**config.mk**
```make
export PLATFORM = sky130hd
export DESIGN_NAME = mips_muldiv_unit_flat
export DESIGN_NICKNAME = d
export VERILOG_FILES = /design/src/rtl/mips_pkg.sv /design/src/rtl/mips_muldiv_unit_if.sv /design/src/rtl/mips_muldiv_unit_step.sv /design/src/rtl/mips_muldiv_unit.sv /design/src/flat_wrapper.sv
export SDC_FILE = /design/constraint.sdc
export NUM_CORES = 1
export LEC_CHECK = 0
export CAP_MARGIN = 20
export CORE_UTILIZATION = 31
export CTS_CLUSTER_SIZE = 30
export DETAILED_ROUTE_END_ITERATION = 12
export PLACE_DENSITY_LB_ADDON = 0.25
export SLEW_MARGIN = 20
export SYNTH_ARGS = -nofsm -noshare
export SYNTH_HDL_FRONTEND = slang
export SYNTH_SLANG_ARGS = --single-unit
export TNS_END_PERCENT = 100
```
**constraint.sdc**
```tcl
create_clock -name clk -period 6.9 [get_ports clk]
set_input_delay 2.07 -clock clk [delete_from_list [all_inputs] [get_ports clk]]
set_output_delay 2.07 -clock clk [all_outputs]
set_load 0.01 [all_outputs]
```
**src/rtl/mips_pkg.sv**
```systemverilog
// Shared MIPS core definitions used by the multiply/divide unit.
//  - muldiv_op_t : operation code presented to mips_muldiv_unit
//  - ALU_*       : alucontrol encodings that select a muldiv operation
//  - muldiv_ctx_t: per-operation sign/corner-case context latched at start
package mips_pkg;

   typedef enum logic [2:0] {
      NOP   = 3'd0,
      MULT  = 3'd1,
      MULTU = 3'd2,
      DIV   = 3'd3,
      DIVU  = 3'd4,
      MTHI  = 3'd5,
      MTLO  = 3'd6
   } muldiv_op_t;

   localparam logic [4:0] ALU_MULT  = 5'b00111;
   localparam logic [4:0] ALU_MULTU = 5'b01000;
   localparam logic [4:0] ALU_DIV   = 5'b01111;
   localparam logic [4:0] ALU_DIVU  = 5'b10000;
   localparam logic [4:0] ALU_MTHI  = 5'b10001;
   localparam logic [4:0] ALU_MTLO  = 5'b10010;

   typedef struct packed {
      logic is_div;    // datapath runs shift-subtract instead of shift-add
      logic neg_res;   // negate product / quotient at the end
      logic neg_rem;   // remainder takes the sign of a negative dividend
      logic div_zero;  // divisor was zero: quotient forced to all ones
   } muldiv_ctx_t;

   function automatic muldiv_op_t alu_to_muldiv(input logic [4:0] alucontrol);
      case (alucontrol)
         ALU_MULT:  return MULT;
         ALU_MULTU: return MULTU;
         ALU_DIV:   return DIV;
         ALU_DIVU:  return DIVU;
         ALU_MTHI:  return MTHI;
         ALU_MTLO:  return MTLO;
         default:   return NOP;
      endcase
   endfunction

endpackage

```
**src/rtl/mips_muldiv_unit_if.sv**
```systemverilog
// Execute-stage request/result bundle between the core and the muldiv unit.
//  master (core): drives start, op, a, b; reads busy, done, hi, lo
//  slave  (unit): the reverse
import mips_pkg::*;

interface mips_muldiv_unit_if #(parameter int WIDTH = 32);
   logic             start;
   muldiv_op_t       op;
   logic [WIDTH-1:0] a;
   logic [WIDTH-1:0] b;
   logic             busy;
   logic             done;
   logic [WIDTH-1:0] hi;
   logic [WIDTH-1:0] lo;

   modport master (output start, op, a, b, input  busy, done, hi, lo);
   modport slave  (input  start, op, a, b, output busy, done, hi, lo);
endinterface

```
**src/rtl/mips_muldiv_unit_step.sv**
```systemverilog
// muldiv_step: one combinational iteration of the shared datapath.
//  is_div  in   select restoring-divide step (1) or shift-add multiply step (0)
//  acc     in   2*WIDTH working register
//               multiply: {partial product high, remaining multiplier bits}
//               divide  : {partial remainder, dividend bits / quotient bits}
//  opnd    in   multiplicand magnitude or divisor magnitude
//  acc_nxt out  working register after this iteration
module muldiv_step #(parameter int WIDTH = 32) (
   input  logic               is_div,
   input  logic [2*WIDTH-1:0] acc,
   input  logic [WIDTH-1:0]   opnd,
   output logic [2*WIDTH-1:0] acc_nxt
);
   logic [WIDTH:0] sum;
   logic [WIDTH:0] shifted;
   logic [WIDTH:0] trial;

   always_comb begin
      // multiply: add multiplicand when the current multiplier bit is set, keep the carry
      sum     = {1'b0, acc[2*WIDTH-1:WIDTH]} + (acc[0] ? {1'b0, opnd} : '0);
      // divide: bring the next dividend bit into the remainder and try the subtract
      shifted = {acc[2*WIDTH-1:WIDTH], acc[WIDTH-1]};
      trial   = shifted - {1'b0, opnd};
      if (is_div) begin
         // shifted < 2*divisor, so trial's top bit is a clean borrow flag
         if (!trial[WIDTH]) acc_nxt = {trial[WIDTH-1:0],   acc[WIDTH-2:0], 1'b1};
         else               acc_nxt = {shifted[WIDTH-1:0], acc[WIDTH-2:0], 1'b0};
      end else begin
         acc_nxt = {sum, acc[WIDTH-1:1]};
      end
   end
endmodule

```
**src/rtl/mips_muldiv_unit.sv**
```systemverilog
// mips_muldiv_unit: iterative multiply/divide unit owning HI/LO.
//  clk        in  rising-edge clock
//  reset      in  asynchronous active-low reset
//  clk_enable in  global stall; 0 freezes all state including done
//  bus        slave side of mips_muldiv_unit_if (start/op/a/b in, busy/done/hi/lo out)
// Operands are converted to magnitudes on acceptance, run through WIDTH
// iterations of muldiv_step, then sign-corrected and written to HI/LO in FIX.
import mips_pkg::*;

module mips_muldiv_unit #(parameter int WIDTH = 32) (
   input  logic              clk,
   input  logic              reset,
   input  logic              clk_enable,
   mips_muldiv_unit_if.slave bus
);
   localparam int CW = $clog2(WIDTH);

   typedef enum logic [1:0] {IDLE, CALC, FIX} state_t;

   state_t             state;
   logic [CW-1:0]      cnt;
   logic [2*WIDTH-1:0] acc, acc_nxt;
   logic [WIDTH-1:0]   opnd, hi_q, lo_q;
   muldiv_ctx_t        ctx;
   logic               busy_q, done_q;

   logic               signed_op, sa, sb;
   logic [WIDTH-1:0]   mag_a, mag_b;
   logic [2*WIDTH-1:0] prod_fix;
   logic [WIDTH-1:0]   quo_fix, rem_fix;

   muldiv_step #(.WIDTH(WIDTH)) u_step (
      .is_div (ctx.is_div),
      .acc    (acc),
      .opnd   (opnd),
      .acc_nxt(acc_nxt)
   );

   always_comb begin
      signed_op = (bus.op == MULT) || (bus.op == DIV);
      sa        = signed_op & bus.a[WIDTH-1];
      sb        = signed_op & bus.b[WIDTH-1];
      // 0x80000000 negates to itself, which is the correct unsigned magnitude
      mag_a     = sa ? -bus.a : bus.a;
      mag_b     = sb ? -bus.b : bus.b;
   end

   always_comb begin
      prod_fix = ctx.neg_res ? -acc : acc;
      quo_fix  = ctx.div_zero ? '1 : (ctx.neg_res ? -acc[WIDTH-1:0] : acc[WIDTH-1:0]);
      // with a zero divisor the remainder is |a|, so the sign fix restores a exactly
      rem_fix  = ctx.neg_rem ? -acc[2*WIDTH-1:WIDTH] : acc[2*WIDTH-1:WIDTH];
   end

   always_ff @(posedge clk or negedge reset) begin
      if (!reset) begin
         state  <= IDLE;
         cnt    <= '0;
         acc    <= '0;
         opnd   <= '0;
         ctx    <= '0;
         hi_q   <= '0;
         lo_q   <= '0;
         busy_q <= 1'b0;
         done_q <= 1'b0;
      end else if (clk_enable) begin
         done_q <= 1'b0;
         case (state)
            IDLE: begin
               if (bus.start) begin
                  case (bus.op)
                     MTHI: hi_q <= bus.a;
                     MTLO: lo_q <= bus.a;
                     MULT, MULTU, DIV, DIVU: begin
                        if ((bus.op == DIV) || (bus.op == DIVU)) begin
                           acc  <= {{WIDTH{1'b0}}, mag_a};
                           opnd <= mag_b;
                        end else begin
                           acc  <= {{WIDTH{1'b0}}, mag_b};
                           opnd <= mag_a;
                        end
                        ctx.is_div   <= (bus.op == DIV) || (bus.op == DIVU);
                        ctx.neg_res  <= sa ^ sb;
                        ctx.neg_rem  <= sa;
                        ctx.div_zero <= (bus.b == '0);
                        cnt          <= '0;
                        busy_q       <= 1'b1;
                        state        <= CALC;
                     end
                     default: ;
                  endcase
               end
            end
            CALC: begin
               acc <= acc_nxt;
               cnt <= cnt + 1'b1;
               if (cnt == CW'(WIDTH-1)) state <= FIX;
            end
            FIX: begin
               if (ctx.is_div) begin
                  lo_q <= quo_fix;
                  hi_q <= rem_fix;
               end else begin
                  {hi_q, lo_q} <= prod_fix;
               end
               done_q <= 1'b1;
               busy_q <= 1'b0;
               cnt    <= '0;
               state  <= IDLE;
            end
            default: state <= IDLE;
         endcase
      end
   end

   assign bus.busy = busy_q;
   assign bus.done = done_q;
   assign bus.hi   = hi_q;
   assign bus.lo   = lo_q;
endmodule
```
**src/flat_wrapper.sv**
```systemverilog
// flat-port wrapper written by rule: the top's interface ports become plain ports
module mips_muldiv_unit_flat 
#(parameter int WIDTH = 32)
  (clk, reset, clk_enable, bus_start, bus_op, bus_a, bus_b, bus_busy, bus_done, bus_hi, bus_lo);
  mips_muldiv_unit_if #(.WIDTH(WIDTH)) bus_i ();
  input  logic clk;
  input  logic reset;
  input  logic clk_enable;
  input wire logic [$bits(bus_i.start)-1:0] bus_start;
  input wire logic [$bits(bus_i.op)-1:0] bus_op;
  input wire logic [$bits(bus_i.a)-1:0] bus_a;
  input wire logic [$bits(bus_i.b)-1:0] bus_b;
  output wire logic [$bits(bus_i.busy)-1:0] bus_busy;
  output wire logic [$bits(bus_i.done)-1:0] bus_done;
  output wire logic [$bits(bus_i.hi)-1:0] bus_hi;
  output wire logic [$bits(bus_i.lo)-1:0] bus_lo;
  assign bus_i.start = bus_start;
  assign bus_i.op = bus_op;
  assign bus_i.a = bus_a;
  assign bus_i.b = bus_b;
  assign bus_busy = bus_i.busy;
  assign bus_done = bus_i.done;
  assign bus_hi = bus_i.hi;
  assign bus_lo = bus_i.lo;
  mips_muldiv_unit #(.WIDTH(WIDTH)) u_core (.clk(clk), .reset(reset), .clk_enable(clk_enable), .bus(bus_i));
endmodule
```
Yosys cells after proc, flatten, opt, wreduce, memory -nomap -nowiden
Index checks and enable logic that the tools add are counted.
{ "op_classes": {"order_cmp": 0, "n_bitwise": 3, "shifts": 0, "div_mod_pow": 0, "mux": 33, "addsub": 8, "n_reduce_logical": 15, "eq_ne": 14, "n_mul": 0} }
{ "ops": {"columns": ["operator", "n"], "rows": [
  ["two-way mux 32 bit", 14],
  ["two-way mux 64 bit", 5],
  ["negation 32 bit", 4],
  ["case mux 32 bit (2 select lines)", 2],
  ["case mux 64 bit (2 select lines)", 1],
  ["negation 64 bit", 1],
  ["adder 32 x 33 -> 33 bit", 1],
  ["subtractor 33 x 32 -> 33 bit", 1],
  ["zero test 32 bit", 1],
  ["AND reduction 4 bit", 7],
  ["case mux 5 bit (3 select lines)", 1],
  ["two-way mux 5 bit", 2],
  ["equality test 3 bit (second input constant)", 3],
  ["inequality test 2 bit (second input constant)", 4],
  ["equality test 3 x 2 -> 1 bit (second input constant)", 2],
  ["two-way mux 2 bit", 3],
  ["adder 5 x 1 -> 5 bit (second input constant)", 1],
  ["equality test 5 bit (second input constant)", 1],
  ["case mux 2 bit (2 select lines)", 1],
  ["nonzero test 2 bit", 2],
  ["OR reduction 4 bit", 1],
  ["equality test 3 x 1 -> 1 bit (second input constant)", 1],
  ["two-way mux 1 bit", 3],
  ["nonzero test 3 bit", 1],
  ["other kinds (8)", 10]
]} }
{ "word_totals": {"ram_bits": 0, "latch_bits": 0, "mem_count": 0, "ff_bits": 173, "word_cells": 85, "mem_bits_ro": 0} }

Depth between registers and ports, before layout
Gate-level depths: netlist of the first run.
{ "logic_depth": {"depth_word": 8, "ltp_mapped": 16} }

Hierarchy
From an unflattened synthesis of the first run, not the netlist that was laid out.
{ "unflattened": {"cells_unflattened": 1959, "area_unflattened_um2": 15663.8} }
{ "by_module_without_submodules": {"columns": ["mod", "area_per_inst_um2", "seq_area_each_um2", "cells_each", "instances"], "rows": [
  ["mips_muldiv_unit", 11073.1, 4329.2, 1296, 1],
  ["muldiv_step", 4590.7, 0.0, 663, 1]
]} }

Worst setup path after synthesis of the first run
OpenSTA, ideal clock, no wires.
{ "synth_path": {"path_type": "input port to flip-flop", "startpoint": "input port bus_b[10]", "endpoint": "register u_core.acc[25]", "setup_time_ps": 76, "arrival_ps": 4371, "path_stages": 10, "t_required_ps": 6824, "slack_ps": 2452, "cell_sequence": "or4_1 -> nor4_1 -> nand3b_1 -> nor3_1 -> nand2_1 -> o31ai_1 -> xnor2_1 -> nor2_1 -> o22a_1 -> o21ai_1"} }
{ "synth_via": {"elab_chain_cells": 6} }
{ "synth_rtl": {"columns": ["element", "line", "source"], "rows": [
  ["start: declaration", "flat_wrapper.sv:12", "input wire logic [$bits(bus_i.b)-1:0] bus_b;"],
  ["negation 32 bit", "mips_muldiv_unit.sv:45", "mag_b = sb ? -bus.b : bus.b;"],
  ["two-way mux 32 bit", "mips_muldiv_unit.sv:45", null],
  ["two-way mux 32 bit", "mips_muldiv_unit.sv:75", "if ((bus.op == DIV) || (bus.op == DIVU)) begin"],
  ["two-way mux 64 bit", "mips_muldiv_unit.sv:71", "case (bus.op)"],
  ["two-way mux 64 bit", "mips_muldiv_unit.sv:70", "if (bus.start) begin"],
  ["case mux 64 bit (2 select lines)", "mips_muldiv_unit.sv:68", "case (state)"],
  ["end signal: assignment", "mips_muldiv_unit.sv:76", "acc <= {{WIDTH{1'b0}}, mag_a};"],
  ["end signal: assignment", "mips_muldiv_unit.sv:79", "acc <= {{WIDTH{1'b0}}, mag_b};"],
  ["end signal: assignment", "mips_muldiv_unit.sv:95", "acc <= acc_nxt;"],
  ["end: declaration", "mips_muldiv_unit.sv:22", "logic [2*WIDTH-1:0] acc, acc_nxt;"]
]} }
Every way passes these cells. The select of a mux whose other input is x is not followed.
A chain may end at the register's enable or synchronous reset.

Worst setup path after layout of the first run
{ "layout_path": {"startpoint": "input port bus_a[12]", "endpoint": "register u_core.opnd[22]"} }
{ "layout_via": {"elab_chain_cells": 3} }
{ "layout_rtl": {"columns": ["element", "line", "source"], "rows": [
  ["start: declaration", "flat_wrapper.sv:11", "input wire logic [$bits(bus_i.a)-1:0] bus_a;"],
  ["negation 32 bit", "mips_muldiv_unit.sv:44", "mag_a = sa ? -bus.a : bus.a;"],
  ["two-way mux 32 bit", "mips_muldiv_unit.sv:44", null],
  ["two-way mux 32 bit", "mips_muldiv_unit.sv:75", null],
  ["end signal: assignment", "mips_muldiv_unit.sv:77", "opnd <= mag_b;"],
  ["end signal: assignment", "mips_muldiv_unit.sv:80", "opnd <= mag_a;"],
  ["end: declaration", "mips_muldiv_unit.sv:23", "logic [WIDTH-1:0] opnd, hi_q, lo_q;"]
]} }
Every way passes these cells.

==> results, run 1 <==
- Of the total power, registers draw 0.257.
- The count of standard-cell rows is 80.
- The analysis attributes to net switching a power of 3.663 mW.
- Dividing the detail-routed wire length by the instance count gives 21.59 µm.
- The most repeated cell in the gate-level netlist after synthesis is nand2_1.
- The share of synthesized area in the top cell type comes to 0.2871.
- In the synthesized netlist the async set-or-reset flop fraction comes to 1.000.
- The peak ir drop on the vdd network is 0.2286 mV.
- The detailed placer's ending HPWL is 44180 µm.
- Internal power comes to 3.700 mW.
- After detailed routing, the number of vias per cell comes to 5.628.
- The number of pins exceeding their max-slew limit in the final report is 0.
- The synthesized instance count is 1963.
- The clock period could shrink to 4.933 ns.
- The routability congestion estimate from global placement is 0.9385.
- The headroom to the max-slew limit is 0.3426.
- The classification of the worst setup path is input port to register.
- The total of hold buffers inserted after clock tree synthesis is 0.
- Yosys mapped a number of flops with a built-in enable equal to 0.
- The type of origin of the critical path is an input port.
- The number of clock buffers added by TritonCTS is 17.
- During I/O placement, the number of pins put on the boundary was 137.
- The floorplan step defined a die boundary enclosing 49520 µm².
- After synthesis, the netlist uses 76 different library cells.
- The H-tree level count is 4.
- The detailed-routing iteration count for the pre-antenna-repair pass is 5.
- At the pin with the least slew margin, the transition time is 0.9860 ns.
- The via count of the first global-routing pass came to 14.13k.
- The DRC violations left is 0.
- The count of antenna diodes in the layout is 0.
- The number of cells on the worst reg-to-reg path is 13.
- Setup repair after global routing left no endpoint under its margin.
- The clock share of power is 0.127.
- The clock net in this run drives a total of 173 sinks.
- The total global routing track utilization is 0.2283.
- Post-CTS timing repair inserted 0 buffers for setup.
- The number of max-capacitance violations reported is 0.
- Setup violations remaining at the end of the flow were counted as 0.
- For this run the aggregate overflow at the end of global routing stands at 0.
- The largest buffer count on any clock path is 2.
- The standard cell core area is 47850 µm².
- For the final routed database, the setup TNS stands at 0 ns.
- The worst hold path belongs to the class register to register.
- In this run the remaining antenna-violating nets after routing total 0.
- Ranked by instance count, the synthesized netlist is headed by 227 x nand2_1, 196 x nor2_1, 192 x o21ai_0, 178 x a21oi_1, 173 x dfrtp_1.
- Once placement finished, the instance area stood at 16950 µm².
- CTS placed an instance of clkbuf_16 at the clock tree root.
- Of the cells placed in the final design, the portion with a size suffix greater than 1 is 0.04099.
- The count of buffers added on input and output ports is 136.
- The run finished with clean final reports.
- The type of destination of the critical path is a register.
- Of the total power, the share spent switching nets is 0.4975.
- Once the clock tree was built, the resizer swapped 0 gates to a different size.
- The post-CTS clock slew at the launch and capture registers of the worst setup and hold paths is 0.07 ns.
- The violation count after the first detailed-routing iteration is 1346.
- Timing would allow up to 202.7 MHz.
- Averaged over all synthesized cells, the footprint is 7.681 µm².
- The global-route wire length before repair is 86680 µm.
- The count of state elements after synthesis is 173.
- For this run, the leading register cell type out of synthesis is dfrtp_1.
- The period utilization is 0.7149.
- For this configuration, the core starts out at a cell density of 0.3151.
- The height of the die is 222.5 µm.
- The number of antenna violations at the first check in global routing is 0.
- The clock latency at the later pin of the worst-skew pair is 0.47 ns.
- At the worst endpoint, the required time is 7.22 ns.
- The pin count of the biggest net entering global routing is 94.
- Of the total power, combinational logic draws 0.617.
- The number of nets at the end of the flow is 2158.
- For this run, the register share of the synthesized area comes to 0.2871.
- After routing the design area is 17480 µm².
- The final wirelength is 56990 µm.
- The mapped cell area is 15080 µm².
- dfrtp_1 takes more of the synthesized area than any other cell.
- The count of final hold-check violations is 0.
- The die span in x is 222.5 µm.
- Data arrives at the worst endpoint at 5.25 ns.
- The static leakage is 7.161 nW.
- In this run the power density over the cells is 421.3 nW/µm².
- Sorting the synthesized cells by area gives the leading types as dfrtp_1 29%, xnor2_1 6.9%, o21ai_0 6.4%.
- Clock skew on the completed layout was measured at 0.01362 ns.
- Compared with the post-synthesis result, the final layout area differs by 15.92%.
- The clock tree from TritonCTS is done.
- The maximum net fanout on the critical path is 6.
- The cell depth of the worst hold path is 2.
- The number of warnings reported in the yosys synthesis log is 0.
- The via total after detailed routing is 14.86k.
- When the netlist entered floorplanning its net count stood at 2106.
[through the flow]
stage / hold slack [ns] / util / worst slack, ns / instances / power [mW]
after global placement: 0.4649 / 0.3541 / 1.501 / 2611 / 6.357
final: 0.4813 / 0.3653 / 1.967 / 2640 / 7.363
after global routing: 0.5097 / 0.3653 / 1.577 / 2640 / 7.924
after floorplan: 0.4497 / - / 2.452 / 1963 / 5.099
after detailed placement: 0.4702 / 0.3542 / 1.471 / 2611 / 6.375
after CTS: 0.4847 / 0.3652 / 1.955 / 2640 / 7.325
[logic make-up (layout without fill, tap and decap cells)]
group	count (synthesis)	after routing	synth area share
and+or+nand+nor	624	624	0.1924
adders and majority gates	72	72	0.06075
DFF	173	173	0.2871
AOI/OAI and AO/OA	664	664	0.2636
buffers and inverters	185	247	0.04739
muxes	68	68	0.04589
xor gates and xnor gates	177	177	0.1028
[final timing paths]
path                             startpoint                to  slack [ns]
max                               bus_a[12]   u_core.opnd[22]        1.97
min                        u_core.bus.lo[9]  u_core.bus.lo[9]        0.48
max reg2reg                  u_core.acc[31]    u_core.acc[62]        2.36
min reg2reg                u_core.bus.lo[9]  u_core.bus.lo[9]        0.48
max in group asynchronous             reset    u_core.acc[61]        4.24
min in group asynchronous             reset  u_core.bus.lo[4]        1.64
[power groups by stage]
stage / registers [mW] / clock network, mW / logic, mW
after floorplan: 1.56 / 0 / 3.54
after global placement: 1.89 / 0 / 4.47
after detailed placement: 1.89 / 0 / 4.49
after CTS: 1.87 / 0.946 / 4.51
after global routing: 1.92 / 0.978 / 5.02
final: 1.89 / 0.933 / 4.54
[state kept, by name, summed over array words and instances (netlist names)]
| register | flops |
|---|---|
| u_core.bus.lo | 32 |
| u_core.ctx | 4 |
| u_core.bus.busy | 1 |
| u_core.bus.done | 1 |
| u_core.cnt | 5 |
| u_core.opnd | 32 |
| u_core.acc | 64 |
| u_core.bus.hi | 32 |
| u_core.state | 2 |
[routing by layer]
metal / vias to the layer above / track usage / wire (µm) / part of all wire
met4: 0 / 0.07319 / 1496 / 0.026
met1: 7144 / 0.3194 / 26850 / 0.47
met5: - / 0 / 0 / 0
met3: 75 / 0.02711 / 3057 / 0.054
met2: 506 / 0.3642 / 25590 / 0.45
li1: 7134 / - / - / -
[area by class of cell]
type,count,area (µm²)
Fill cell,4948,30370
Sequential cell,173,4330
Tap cell,615,769.5
Multi-Input combinational cell,1605,10100
Inverter,64,240.2
Clock inverter,5,35.03
Timing Repair Buffer,154,1510
Clock buffer,24,491.7
[cell usage in the layout, fill, tap and decap left out, drive strengths merged, types with 29 or more instances in the layout]
master / count
inv: 65
nand2: 227
dfrtp: 173
nor2: 196
o21ai: 240
mux2i: 59
ha: 70
o22ai: 39
a21oi: 178
a21o: 31
clkdlybuf4s50: 135
or3: 29
xor2: 58
o31ai: 36
xnor2: 119
[critical path: stages]
cell	delay (ns)
clkdlybuf4s50_1	0.69
or4_1	0.65
nor4_1	0.24
nor2b_1	0.28
nand4_1	0.29
o31ai_1	0.35
xor2_1	0.37
nor2_1	0.08
a21oi_1	0.15
o21ai_0	0.09
Note: power is estimated with default switching activity, not from simulation.
==> run 2: changes to the inputs <==
Clock period 6.9 ns to 4.34 ns, I/O delays scaled along.
==> run 2 against run 1 <==
Effect of this change: final cell count is 3.2% higher; clock power increased by 83%; sequential share of layout area down 1.0 points; critical endpoint is now u_core.acc[62]; global-route usage rose by 0.52 points; clock skew grew 0.0026 ns; critical path type is now register to register; sequential power is 46% higher.
==> results, run 2 (synthesis gave the netlist of run 1 again) <==
- The post-CTS setup buffer count is 0 (unchanged).
- The transition time at the pin with the least slew margin is 1.007 ns (was 0.9860 ns).
- RSZ-0062 raised after global routing: false (unchanged).
- The largest buffer count on any clock path came to 2 (unchanged).
- The number of gates given a new drive strength after cts was 0 (unchanged).
- The achievable frequency is 255.4 MHz.
- The number of nets still failing antenna checks after routing is 0 (unchanged).
- The standard cell core area came to 47850 µm² (unchanged).
- The clock buffer count from CTS was 17 (unchanged).
- The final setup skew is 0.01625 ns (was 0.01362 ns).
- Outcome: complete, no violations (unchanged).
- The clock sink total is 173 (unchanged).
- The type of origin of the critical path is a register (was input port).
- The register-to-register setup slack came to 0.43 ns (was 2.36 ns).
- The top-level port count is 137 (unchanged).
- Counting I/O delays and the setup requirement, the final critical path takes 3.915 ns.
- The peak ir drop on the vdd network is 0.2979 mV (was 0.2286 mV).
- The number of nets at the end of the flow came to 2239 (was 2158).
- The count of final hold-check violations is 0 (unchanged).
- The number of buffers added on ports is 136 (unchanged).
- The H-tree level count was 4 (unchanged).
- The headroom to the max-slew limit is 0.3264 (was 0.3426).
- The capture endpoint of the worst hold path is u_core.bus.hi[22] (was u_core.bus.lo[9]).
- The via count of the first global-routing pass is 14.83k (was 14.13k).
- The height of the die is 222.5 µm (unchanged).
- The pin count of the biggest net entering global routing came to 90 (was 94).
- The arrival time of the worst setup path came to 4.25 ns (was 5.25 ns).
- The global-route wire length before repair is 89180 µm (was 86680 µm).
- The multi-input gate area in the final layout is 10100 µm² (about the same).
- The routability congestion estimate from global placement is 0.9325 (was 0.9385).
- Highest-count cells in the layout ignoring fill and taps: 225 x nand2_1, 194 x nor2_1, 192 x o21ai_0 (was 225 x nand2_1, 195 x nor2_1, 192 x o21ai_0).
- The total of endpoints with negative setup slack in the final report came to 0 (unchanged).
- The violation count after the first detailed-routing iteration is 1413 (was 1346).
- The initial standard-cell utilization of the core was 0.3151 (unchanged).
- The type of the worst min-delay path is register to register (unchanged).
- The share of post-route cells with drive strength above 1 is 0.08061 (was 0.04099).
- The total of hold buffers inserted after clock tree synthesis came to 0 (unchanged).
- The startpoint of the worst hold path is u_core.bus.hi[22] (was u_core.bus.lo[9]).
- The storage element area is 4330 µm² (unchanged).
- The detailed-routing iteration count for the pre-antenna-repair pass is 5 (unchanged).
- The via total after detailed routing was 15.34k (was 14.86k).
- The data required time of the critical path is 4.68 ns (was 7.22 ns).
- The final worst slack is 0.4252 ns (was 1.967 ns).
- The CTS root buffer was clkbuf_16 (unchanged).
- The cell depth of the worst hold path is 2 (unchanged).
- The worst setup slack before clock tree synthesis is -0.01969 ns (was 1.471 ns).
- The top register by number of flip-flops is u_core.acc (unchanged).
- The most frequent standard cell in the layout excluding fill and tap cells is nand2_1 (unchanged).
- The number of cells traversed by the worst register-to-register path is 11 (was 13).
- The aggregate negative setup slack is 0 ns (unchanged).
- The post-CTS clock slew at the launch and capture registers of the worst setup and hold paths is 0.07 ns (about the same).
- The maximum net fanout on the critical path is 12 (was 6).
- The destination of the worst register-to-register timing path is u_core.acc[62] (unchanged).
- The ratio of total power to cell area is 672.9 nW/µm² (was 421.3 nW/µm²).
- The die span in x is 222.5 µm (unchanged).
- The DRC violations left is 0 (unchanged).
- The clock tree from TritonCTS is done (unchanged).
- The final-layout fill cell count was 4908 (was 4948).
- The period utilization is 0.9020.
- The total global routing overflow is 0 (unchanged).
- The area of the die is 49520 µm² (unchanged).
- The count of standard-cell rows was 80 (unchanged).
- The static leakage is 7.618 nW (was 7.161 nW).
- The classification of the worst setup path was register to register (was input port to register).
- The launch point of the worst reg-to-reg path is u_core.opnd[0] (was u_core.acc[31]).
- The number of antenna violations at the first check in global routing is 1 (was 0).
- The number of max-capacitance violations reported is 0 (unchanged).
- The type of destination of the critical path is a register (unchanged).
- The clock latency at the later pin of the worst-skew pair is 0.47 ns (about the same).
- The detail-routed net length per standard cell was 21.46 µm (was 21.59 µm).
- The per-cell via count in the routed design is 5.628 (about the same).
- The total global routing track utilization is 0.2335 (was 0.2283).
- The final wirelength is 58490 µm (was 56990 µm).
- The flip-flop count of the largest register, all copies and words added is 64 (unchanged).
- The detailed placer's ending HPWL was 45940 µm (was 44180 µm).
- The number of pins exceeding their max-slew limit in the final report is 0 (unchanged).
- The synthesis-to-finish area growth is 21.00% (was 15.92%).
run 2: layout make-up:
type                            count  share of cell area
Multi-Input combinational cell   1605              0.5535
Antenna cell                        1           0.0001372
Clock buffer                       19             0.02428
Timing Repair Buffer              235              0.1195
Sequential cell                   173              0.2374
Tap cell                          615             0.04218
Inverter                           64             0.01317
Clock inverter                     13            0.009808
run 2: worst max path at each step:
stage / slack, ns / startpoint / end / cells past startpoint
after global placement: 0.03 / bus_b[10] / u_core.acc[28] / 13
after global routing: 0.14 / bus_b[10] / u_core.acc[28] / 13
after detailed placement: -0.02 / bus_b[10] / u_core.acc[28] / 13
final: 0.43 / u_core.opnd[0] / u_core.acc[62] / 11
after floorplan: 0.66 / bus_b[10] / u_core.acc[25] / 10
after CTS: 0.45 / u_core.opnd[0] / u_core.acc[48] / 13
run 2: worst max-delay path, stage by stage, from the launching register on:
cell	delay (ns)
dfrtp_1	0.45
ha_1	0.27
fa_1	0.39
nand2b_1	0.21
a21oi_1	0.24
o21ai_1	0.19
a21o_1	0.27
o31a_1	0.34
or3_1	0.44
o311ai_4	0.26
mux2_1	0.39
a221o_1	0.33
run 2: metrics by stage:
stage / instances / area [µm²] / utilization / hold WS (ns) / total power, mW
after floorplan: 1963 / 15080 / - / 0.4497 / 8.107
after global placement: 2692 / 17620 / 0.3682 / 0.4636 / 10.41
after detailed placement: 2692 / 17620 / 0.3682 / 0.4693 / 10.46
after CTS: 2724 / 18240 / 0.3812 / 0.4842 / 12.20
after global routing: 2725 / 18240 / 0.3813 / 0.5121 / 13.17
final: 2725 / 18240 / 0.3813 / 0.4819 / 12.27
run 2: metal layers:
metal | GRT usage | share of wire | routed length, µm
met1 | 0.3235 | 0.47 | 27230
met5 | 0 | 0 | 0
met2 | 0.3710 | 0.45 | 26080
met4 | 0.09277 | 0.038 | 2200
met3 | 0.02420 | 0.051 | 2975
run 2: where the power goes:
group	internal, mW	total (mW)	leakage, nW	switching, mW
sequential	2.05	2.76	2.27	0.711
combinational	3.31	7.80	5.05	4.49
clock	0.939	1.71	0.301	0.774
total	6.30	12.3	7.62	5.98
